**src/rtl/hcsr04_meas_sequencer.sv**
```systemverilog
// HC-SR04 ranging sequencer: trigger pulse, echo width timing, timeout and repetition period.
// Single-shot or free-running; results are held for the register file.
module hcsr04_meas_sequencer #(
    parameter int unsigned CNT_W          = 24,
    parameter int unsigned TRIG_CYCLES    = 640,
    parameter int unsigned TIMEOUT_CYCLES = 2_560_000,
    parameter int unsigned PERIOD_CYCLES  = 4_160_000
) (
    input  logic             i_clk,
    input  logic             i_rst_n,
    input  logic             i_enable,
    input  logic             i_continuous,
    input  logic             i_single,
    input  logic             i_echo,
    output logic             o_trigger,
    output logic [CNT_W-1:0] o_width,
    output logic             o_valid,
    output logic             o_timeout,
    output logic             o_busy,
    output logic [2:0]       o_state
);

    typedef enum logic [2:0] {
        StIdle     = 3'd0,
        StTrig     = 3'd1,
        StWaitRise = 3'd2,
        StMeasure  = 3'd3,
        StHoldoff  = 3'd4
    } state_e;

    localparam logic [CNT_W-1:0] TrigLast    = CNT_W'(TRIG_CYCLES - 1);
    localparam logic [CNT_W-1:0] TimeoutLast = CNT_W'(TIMEOUT_CYCLES - 1);
    localparam logic [CNT_W-1:0] TimeoutFull = CNT_W'(TIMEOUT_CYCLES);
    localparam logic [CNT_W-1:0] PeriodLast  = CNT_W'(PERIOD_CYCLES - 1);

    state_e           state_q, state_d;
    logic [CNT_W-1:0] phase_q, phase_d;
    logic [CNT_W-1:0] period_q, period_d;
    logic [CNT_W-1:0] width_q, width_d;
    logic [CNT_W-1:0] width_out_d;
    logic [CNT_W-1:0] width_inc;
    logic             trig_d, valid_d, timeout_d;

    logic echo_meta_q, echo_sync_q, echo_dly_q;
    logic echo_rise, echo_fall;

    // Two-flop synchronizer plus one delay stage for edge detection.
    always_ff @(posedge i_clk or negedge i_rst_n) begin
        if (!i_rst_n) begin
            echo_meta_q <= 1'b0;
            echo_sync_q <= 1'b0;
            echo_dly_q  <= 1'b0;
        end else begin
            echo_meta_q <= i_echo;
            echo_sync_q <= echo_meta_q;
            echo_dly_q  <= echo_sync_q;
        end
    end

    assign echo_rise = echo_sync_q & ~echo_dly_q;
    assign echo_fall = ~echo_sync_q & echo_dly_q;

    // The delayed copy lags by one cycle, so counting it over MEASURE plus the fall cycle
    // covers the same number of cycles the raw echo was high.
    assign width_inc = width_q + {{(CNT_W-1){1'b0}}, echo_dly_q};

    always_comb begin
        state_d     = state_q;
        phase_d     = phase_q;
        period_d    = (period_q != PeriodLast) ? period_q + 1'b1 : period_q;
        width_d     = width_q;
        width_out_d = o_width;
        valid_d     = 1'b0;
        timeout_d   = 1'b0;

        unique case (state_q)
            StIdle: begin
                phase_d  = '0;
                period_d = '0;
                if (i_enable && (i_continuous || i_single)) begin
                    state_d = StTrig;
                end
            end
            StTrig: begin
                if (phase_q == TrigLast) begin
                    state_d = StWaitRise;
                    phase_d = '0;
                end else begin
                    phase_d = phase_q + 1'b1;
                end
            end
            StWaitRise: begin
                if (echo_rise) begin
                    state_d = StMeasure;
                    width_d = '0;
                end else if (phase_q == TimeoutLast) begin
                    state_d   = StHoldoff;
                    timeout_d = 1'b1;
                end else begin
                    phase_d = phase_q + 1'b1;
                end
            end
            StMeasure: begin
                width_d = width_inc;
                if (echo_fall) begin
                    state_d     = StHoldoff;
                    width_out_d = width_inc;
                    valid_d     = 1'b1;
                end else if (width_inc == TimeoutFull) begin
                    state_d   = StHoldoff;
                    timeout_d = 1'b1;
                end
            end
            StHoldoff: begin
                if (period_q == PeriodLast) begin
                    if (i_enable && i_continuous) begin
                        state_d  = StTrig;
                        phase_d  = '0;
                        period_d = '0;
                    end else begin
                        state_d = StIdle;
                    end
                end
            end
            default: state_d = StIdle;
        endcase

        // Disable aborts the cycle without publishing any result.
        if (!i_enable && (state_q != StIdle)) begin
            state_d     = StIdle;
            width_out_d = o_width;
            valid_d     = 1'b0;
            timeout_d   = 1'b0;
        end

        trig_d = (state_d == StTrig);
    end

    always_ff @(posedge i_clk or negedge i_rst_n) begin
        if (!i_rst_n) begin
            state_q   <= StIdle;
            phase_q   <= '0;
            period_q  <= '0;
            width_q   <= '0;
            o_width   <= '0;
            o_trigger <= 1'b0;
            o_valid   <= 1'b0;
            o_timeout <= 1'b0;
        end else begin
            state_q   <= state_d;
            phase_q   <= phase_d;
            period_q  <= period_d;
            width_q   <= width_d;
            o_width   <= width_out_d;
            o_trigger <= trig_d;
            o_valid   <= valid_d;
            o_timeout <= timeout_d;
        end
    end

    assign o_busy  = (state_q != StIdle);
    assign o_state = state_q;

endmodule

```
**config.mk**
```make
export PLATFORM = sky130hd
export DESIGN_NAME = hcsr04_meas_sequencer
export DESIGN_NICKNAME = d
export VERILOG_FILES = /design/src/rtl/hcsr04_meas_sequencer.sv
export SDC_FILE = /design/constraint.sdc
export NUM_CORES = 1
export LEC_CHECK = 0
export CAP_MARGIN = 20
export CELL_PAD_IN_SITES_DETAIL_PLACEMENT = 0
export CELL_PAD_IN_SITES_GLOBAL_PLACEMENT = 2
export CORE_MARGIN = 10
export CORE_UTILIZATION = 35
export CTS_BUF_LIST = sky130_fd_sc_hd__clkbuf_8
export DETAILED_ROUTE_END_ITERATION = 8
export PLACE_DENSITY_LB_ADDON = 0.1
export SLEW_MARGIN = 20
export SYNTH_ARGS = -nofsm -noshare
export SYNTH_HDL_FRONTEND = slang
export SYNTH_SLANG_ARGS = --single-unit
```
**constraint.sdc**
```tcl
create_clock -name i_clk -period 2.95 [get_ports i_clk]
set_input_delay 0.295 -clock i_clk [delete_from_list [all_inputs] [get_ports i_clk]]
set_output_delay 0.295 -clock i_clk [all_outputs]
set_load 0.1 [all_outputs]
```
# After elaboration in Yosys (flattened, before gate mapping)

Index checks and enable logic that the tools add are counted.

Output and inout bits: 31
Logic and storage cells: 77
Input port bits: 6
Register bits: 105

Bitwise operators: 5
Equality and inequality tests: 15
Reductions and logical operators: 12
Add/sub/neg operators: 3
Multiplexer cells: 31

Operators with widths:

| operator                                                          | number |
|---|---|
| 24-bit two-way mux                                                | 9 |
| 24-bit case mux with 2 select lines                               | 2 |
| 24-bit case mux with 4 select lines                               | 1 |
| 24-bit by 22-bit == test with 1-bit output, second input constant | 3 |
| 24-bit by 1-bit adder with 24-bit output, second input constant   | 2 |
| 24-bit by 1-bit adder with 24-bit output                          | 1 |
| 24-bit by 10-bit == test with 1-bit output, second input constant | 1 |
| 3-bit two-way mux                                                 | 8 |
| 24-bit by 22-bit != test with 1-bit output, second input constant | 1 |
| 3-bit case mux with 5 select lines                                | 1 |
| 2-bit != test, second input constant                              | 5 |
| 1-bit two-way mux                                                 | 9 |
| 3-bit by 1-bit == test with 1-bit output, second input constant   | 2 |
| 3-bit by 2-bit == test with 1-bit output, second input constant   | 2 |
| 5-bit AND reduction                                               | 1 |
| 4-bit nonzero test                                                | 1 |
| 3-bit == test, second input constant                              | 1 |
| 1-bit logical AND                                                 | 3 |
| 3-bit logical NOT                                                 | 1 |
| 1-bit NOT                                                         | 3 |
| 3-bit AND reduction                                               | 1 |
| 3-bit nonzero test                                                | 1 |
| 1-bit AND                                                         | 2 |
| 1-bit case mux with 2 select lines                                | 1 |
| 4 further kinds                                                   | 4 |

# Logic depth before layout (Yosys ltp)

Word-level depth: 7
Depth in mapped cells: 11
Depth with buffers taken out: 9

# Worst setup path after synthesis

OpenSTA, ideal clock, no wires.

Kind: register to register
Start: register echo_dly_q
End: register o_timeout
Setup slack: -0.255 ns
Arrival: 3.111 ns
Cell stages (with the launch flop): 12
Setup time: 0.094 ns
Cell sequence: dfrtp_1 > ha_1 > ha_1 > buf_4 > and2_4 > buf_6 > nand4_2 > or4_4 > and2_4 > or4_1 > or4_1 > a221oi_2

Longest elaborated chain between the ends: 6
Elaborated cells between the ends (all ways): 10
Classes of those cells: add/sub: 1; eq/ne: 1; mux: 5; bitwise: 3

Ends and longest elaborated chain:

| item                                       | RTL line | source |
|---|---|---|
| start: declaration                         | 44       | `logic echo_meta_q, echo_sync_q, echo_dly_q;` |
| start signal: assignment                   | 56       | `echo_dly_q <= echo_sync_q;` |
| 24-bit by 1-bit adder with 24-bit output   | 65       | `assign width_inc = width_q + {{(CNT_W-1){1'b0}}, echo_dly_q};` |
| 24-bit by 22-bit == test with 1-bit output | 109      | `end else if (width_inc == TimeoutFull) begin` |
| 1-bit two-way mux                          | 109      |  |
| 1-bit two-way mux                          | 105      | `if (echo_fall) begin` |
| 1-bit case mux with 2 select lines *       | 76       | `unique case (state_q)` |
| 1-bit two-way mux *                        | 129      | `if (!i_enable && (state_q != StIdle)) begin` |
| net timeout_d                              | 42       | `logic trig_d, valid_d, timeout_d;` |
| end signal: assignment                     | 157      | `o_timeout <= timeout_d;` |
| end: declaration                           | 18       | `output logic o_timeout,` |

Mark *: on every way through the listed nets, which the timed path passes. The rest lies on a longest branch.
A chain may end at the register's enable or synchronous reset.

# Worst setup path after layout

Same ends and word-level chain as after synthesis.

==> flow_summary.json <==
{
  "p_int_w": 0.00195,
  "max-cap-violations": 0,
  "crit_fanout": 4,
  "power_frac_comb_pct": 4.9,
  "clockBufferDepth": 2,
  "start_util_pct": 35.6,
  "crit_required_ns": 3.26,
  "vias_per_cell": 5.19,
  "hold_path_startpoint": "i_echo",
  "avgSynthCellArea_um2": 9.21,
  "synth-seq-cells": 105,
  "synth_cell_types": 58,
  "netlist_instances": 612,
  "critPathArrivalTime_ns": 3.26,
  "syn-num-nets": 623,
  "clock-sinks": 105,
  "clkPwrFrac_pct": 38.3,
  "drv_slew": 0,
  "die_area_um2": 21600,
  "htree_levels": 3,
  "final_common_cell": "dfrtp_1",
  "synth_edf_count": 0,
  "io_pins": 37,
  "relSlewSlack_pct": 57.9,
  "reg2reg_slack_ns": 0.001,
  "reg2reg_depth": 9,
  "gr-usage-met2_pct": 23.5,
  "routabilityCongestion": 0.884,
  "drt-pass1-iter-count": 4,
  "dieWidth_um": 147,
  "num_rows": 46,
  "synth-main-ff-cell": "dfrtp_1",
  "clock_latency_ns": 0.40,
  "p_sw_share_pct": 23.9,
  "drc": 0,
  "hp-class": "in2reg",
  "die_h_um": 147,
  "fmax_mhz": 339,
  "min_to": "echo_meta_q$_DFF_PN0_",
  "overflow": 0,
  "grt_usage_pct": 14.1,
  "drtIter0Drc": 292,
  "dp_hpwl_um": 10800,
  "core-area_um2": 15800,
  "busiest_layer": "met2",
  "hold_depth": 1,
  "path_clk_slew_ns": 0.11,
  "p_per_area_nw_per_um2": 378,
  "ys_seq_area_share_pct": 46.6,
  "drive_gt1_share_pct": 21.2,
  "rsz0062_at_grt": "true",
  "antenna_found_initial": 0,
  "fin_cells": 909,
  "grt_pass1_vias": 4766,
  "synth_warnings": 0,
  "hold_viol": 0,
  "syn_to_final_growth_pct": 20.6,
  "setup_viol_count_final": 0,
  "numCtsBuffers": 9,
  "period_minus_slack_ns": 2.95,
  "status": "finished, final reports clean",
  "drt-wirelength-per-cell_um": 16.6,
  "post-route-period-util_pct": 99.9,
  "vdd_ir_drop_max_mv": 0.216,
  "wl_um": 15100,
  "reg2reg_from": "echo_dly_q$_DFF_PN0_",
  "diodes": 0,
  "skew_ns": 0.0192,
  "portBuffers": 36,
  "final_nets": 701,
  "grt_pass1_wl_um": 24900,
  "ant_nets": 0,
  "syn_area_um2": 5640,
  "endpoint_kind": "flip-flop",
  "utilization_pct": 43.0,
  "worst_pin_slew_ns": 0.631,
  "leakage_nw": 2.98,
  "timing.rr.end": "o_timeout$_DFF_PN0_",
  "grt_max_degree": 62,
  "met1_usage_pct": 17.8,
  "synthArstFlopShare_pct": 100,
  "path_class": "reg2reg",
  "cts_tree": "yes",
  "layout_common_cells": "dfrtp_1, buf_4, nor2_1",
  "cp-start-kind": "flip-flop",
  "cts.root.buffer_cell": "clkbuf_8",
  "seq_power_share_pct": 56.8,
  "place_inst": 893,
  "num_vias": 4715,
  "p_sw_w": 0.000615,
  "grt_use_met3_pct": 2.83
}
[synthesized netlist by cell type, types with 4 or more instances]
master / count / share of area (%)
ha_1: 5 / 1.1
or4_1: 8 / 1.1
o21ai_0: 45 / 4.0
buf_6: 8 / 1.6
and3_1: 9 / 1.0
nor4_1: 12 / 1.3
nand3_1: 30 / 2.7
and2_1: 5 / 0.55
nor2_1: 80 / 5.3
inv_1: 14 / 0.93
nor3_1: 15 / 1.3
mux2_2: 8 / 1.6
nand4_1: 30 / 3.3
dfrtp_1: 105 / 47
nand2_1: 49 / 3.3
a21oi_1: 32 / 2.8
or3_1: 11 / 1.2
clkbuf_1: 19 / 1.3
nor2b_1: 4 / 0.44
xnor2_1: 16 / 2.5
o31ai_1: 8 / 1.1
xor2_1: 40 / 6.2
or2_2: 6 / 0.67
a22o_1: 4 / 0.62
[final cells by class]
type,count,area (um^2)
Clock buffer,9,124
Sequential cell,105,2630
Tap cell,216,270
Clock inverter,5,81.3
Timing Repair Buffer,99,772
Multi-Input combinational cell,461,2870
Inverter,14,52.6
Fill cell,1607,9030
[through the flow]
step           total power [W]  instance area (um^2)  TNS (ns)  setup WS [ns]  hold slack (ns)
3_5_place_dp           0.00162                  6490    -0.104         -0.104            0.343
6_report               0.00257                  6800         0        0.00148            0.345
3_3_place_gp           0.00161                  6490   -0.0819        -0.0819            0.337
2_1_floorplan          0.00155                  5670    -0.128         -0.128        -0.000591
4_1_cts                0.00262                  6790         0         0.0102            0.329
5_1_grt                0.00269                  6800    -0.121         -0.121            0.329
[metal layers]
layer	wire, um	vias to the layer above
li1	-	2327
met1	6900	2291
met2	7460	74
met3	479	23
met4	281	0
met5	0	-
[worst max path at each step]
stage | from | endpoint | slack (ns)
2_1_floorplan | echo_dly_q$_DFF_PN0_ | o_timeout$_DFF_PN0_ | -0.13
3_3_place_gp | echo_dly_q$_DFF_PN0_ | o_timeout$_DFF_PN0_ | -0.08
3_5_place_dp | echo_dly_q$_DFF_PN0_ | o_timeout$_DFF_PN0_ | -0.10
4_1_cts | echo_dly_q$_DFF_PN0_ | o_timeout$_DFF_PN0_ | 0.01
5_1_grt | echo_dly_q$_DFF_PN0_ | o_timeout$_DFF_PN0_ | -0.12
6_report | echo_dly_q$_DFF_PN0_ | o_timeout$_DFF_PN0_ | 0.001
[critical path, stage by stage (launching register included)]
cell      delay (ns)
dfrtp_1         0.43
ha_2            0.21
nand3_2         0.13
buf_4           0.19
or3_1           0.32
or3_1           0.33
and2_1          0.18
a211o_2         0.31
or4_4           0.53
a221oi_2        0.21
[power by group through the flow]
| stage | clock network, W | logic [W] | registers, W |
|---|---|---|---|
| after floorplan | 0 | 0.0000462 | 0.00150 |
| after global placement | 0 | 0.000126 | 0.00149 |
| after detailed placement | 0 | 0.000128 | 0.00149 |
| after CTS | 0.00103 | 0.000131 | 0.00146 |
| after global routing | 0.00108 | 0.000144 | 0.00146 |
| final | 0.000984 | 0.000127 | 0.00146 |
[logic make-up after synthesis]
group | count (synthesis) | share of synthesized area [%]
simple gates | 274 | 24.7
buf+inv | 46 | 4.50
mux | 11 | 2.13
xor+xnor | 56 | 8.70
compound gates | 115 | 12.3
flops | 105 | 46.6
fa+ha+maj | 5 | 1.11
[state kept, by name (all words and copies together) (netlist names)]
signal and cells:
o_width 24, period_q 24, phase_q 24, width_q 24, o_state 3, echo_dly_q 1, echo_meta_q 1, echo_sync_q 1
o_timeout 1, o_trigger 1, o_valid 1
[timing repair]
action,4_1_cts,5_1_grt
hold buffers,1,0
pin swaps,6,0
gates cloned,0,0
gates resized for setup,11,5
endpoints found under the hold margin,44,0
endpoints found under the setup margin,1,2
buffers inserted,1,0
Note: power is estimated with default switching activity, not from simulation.
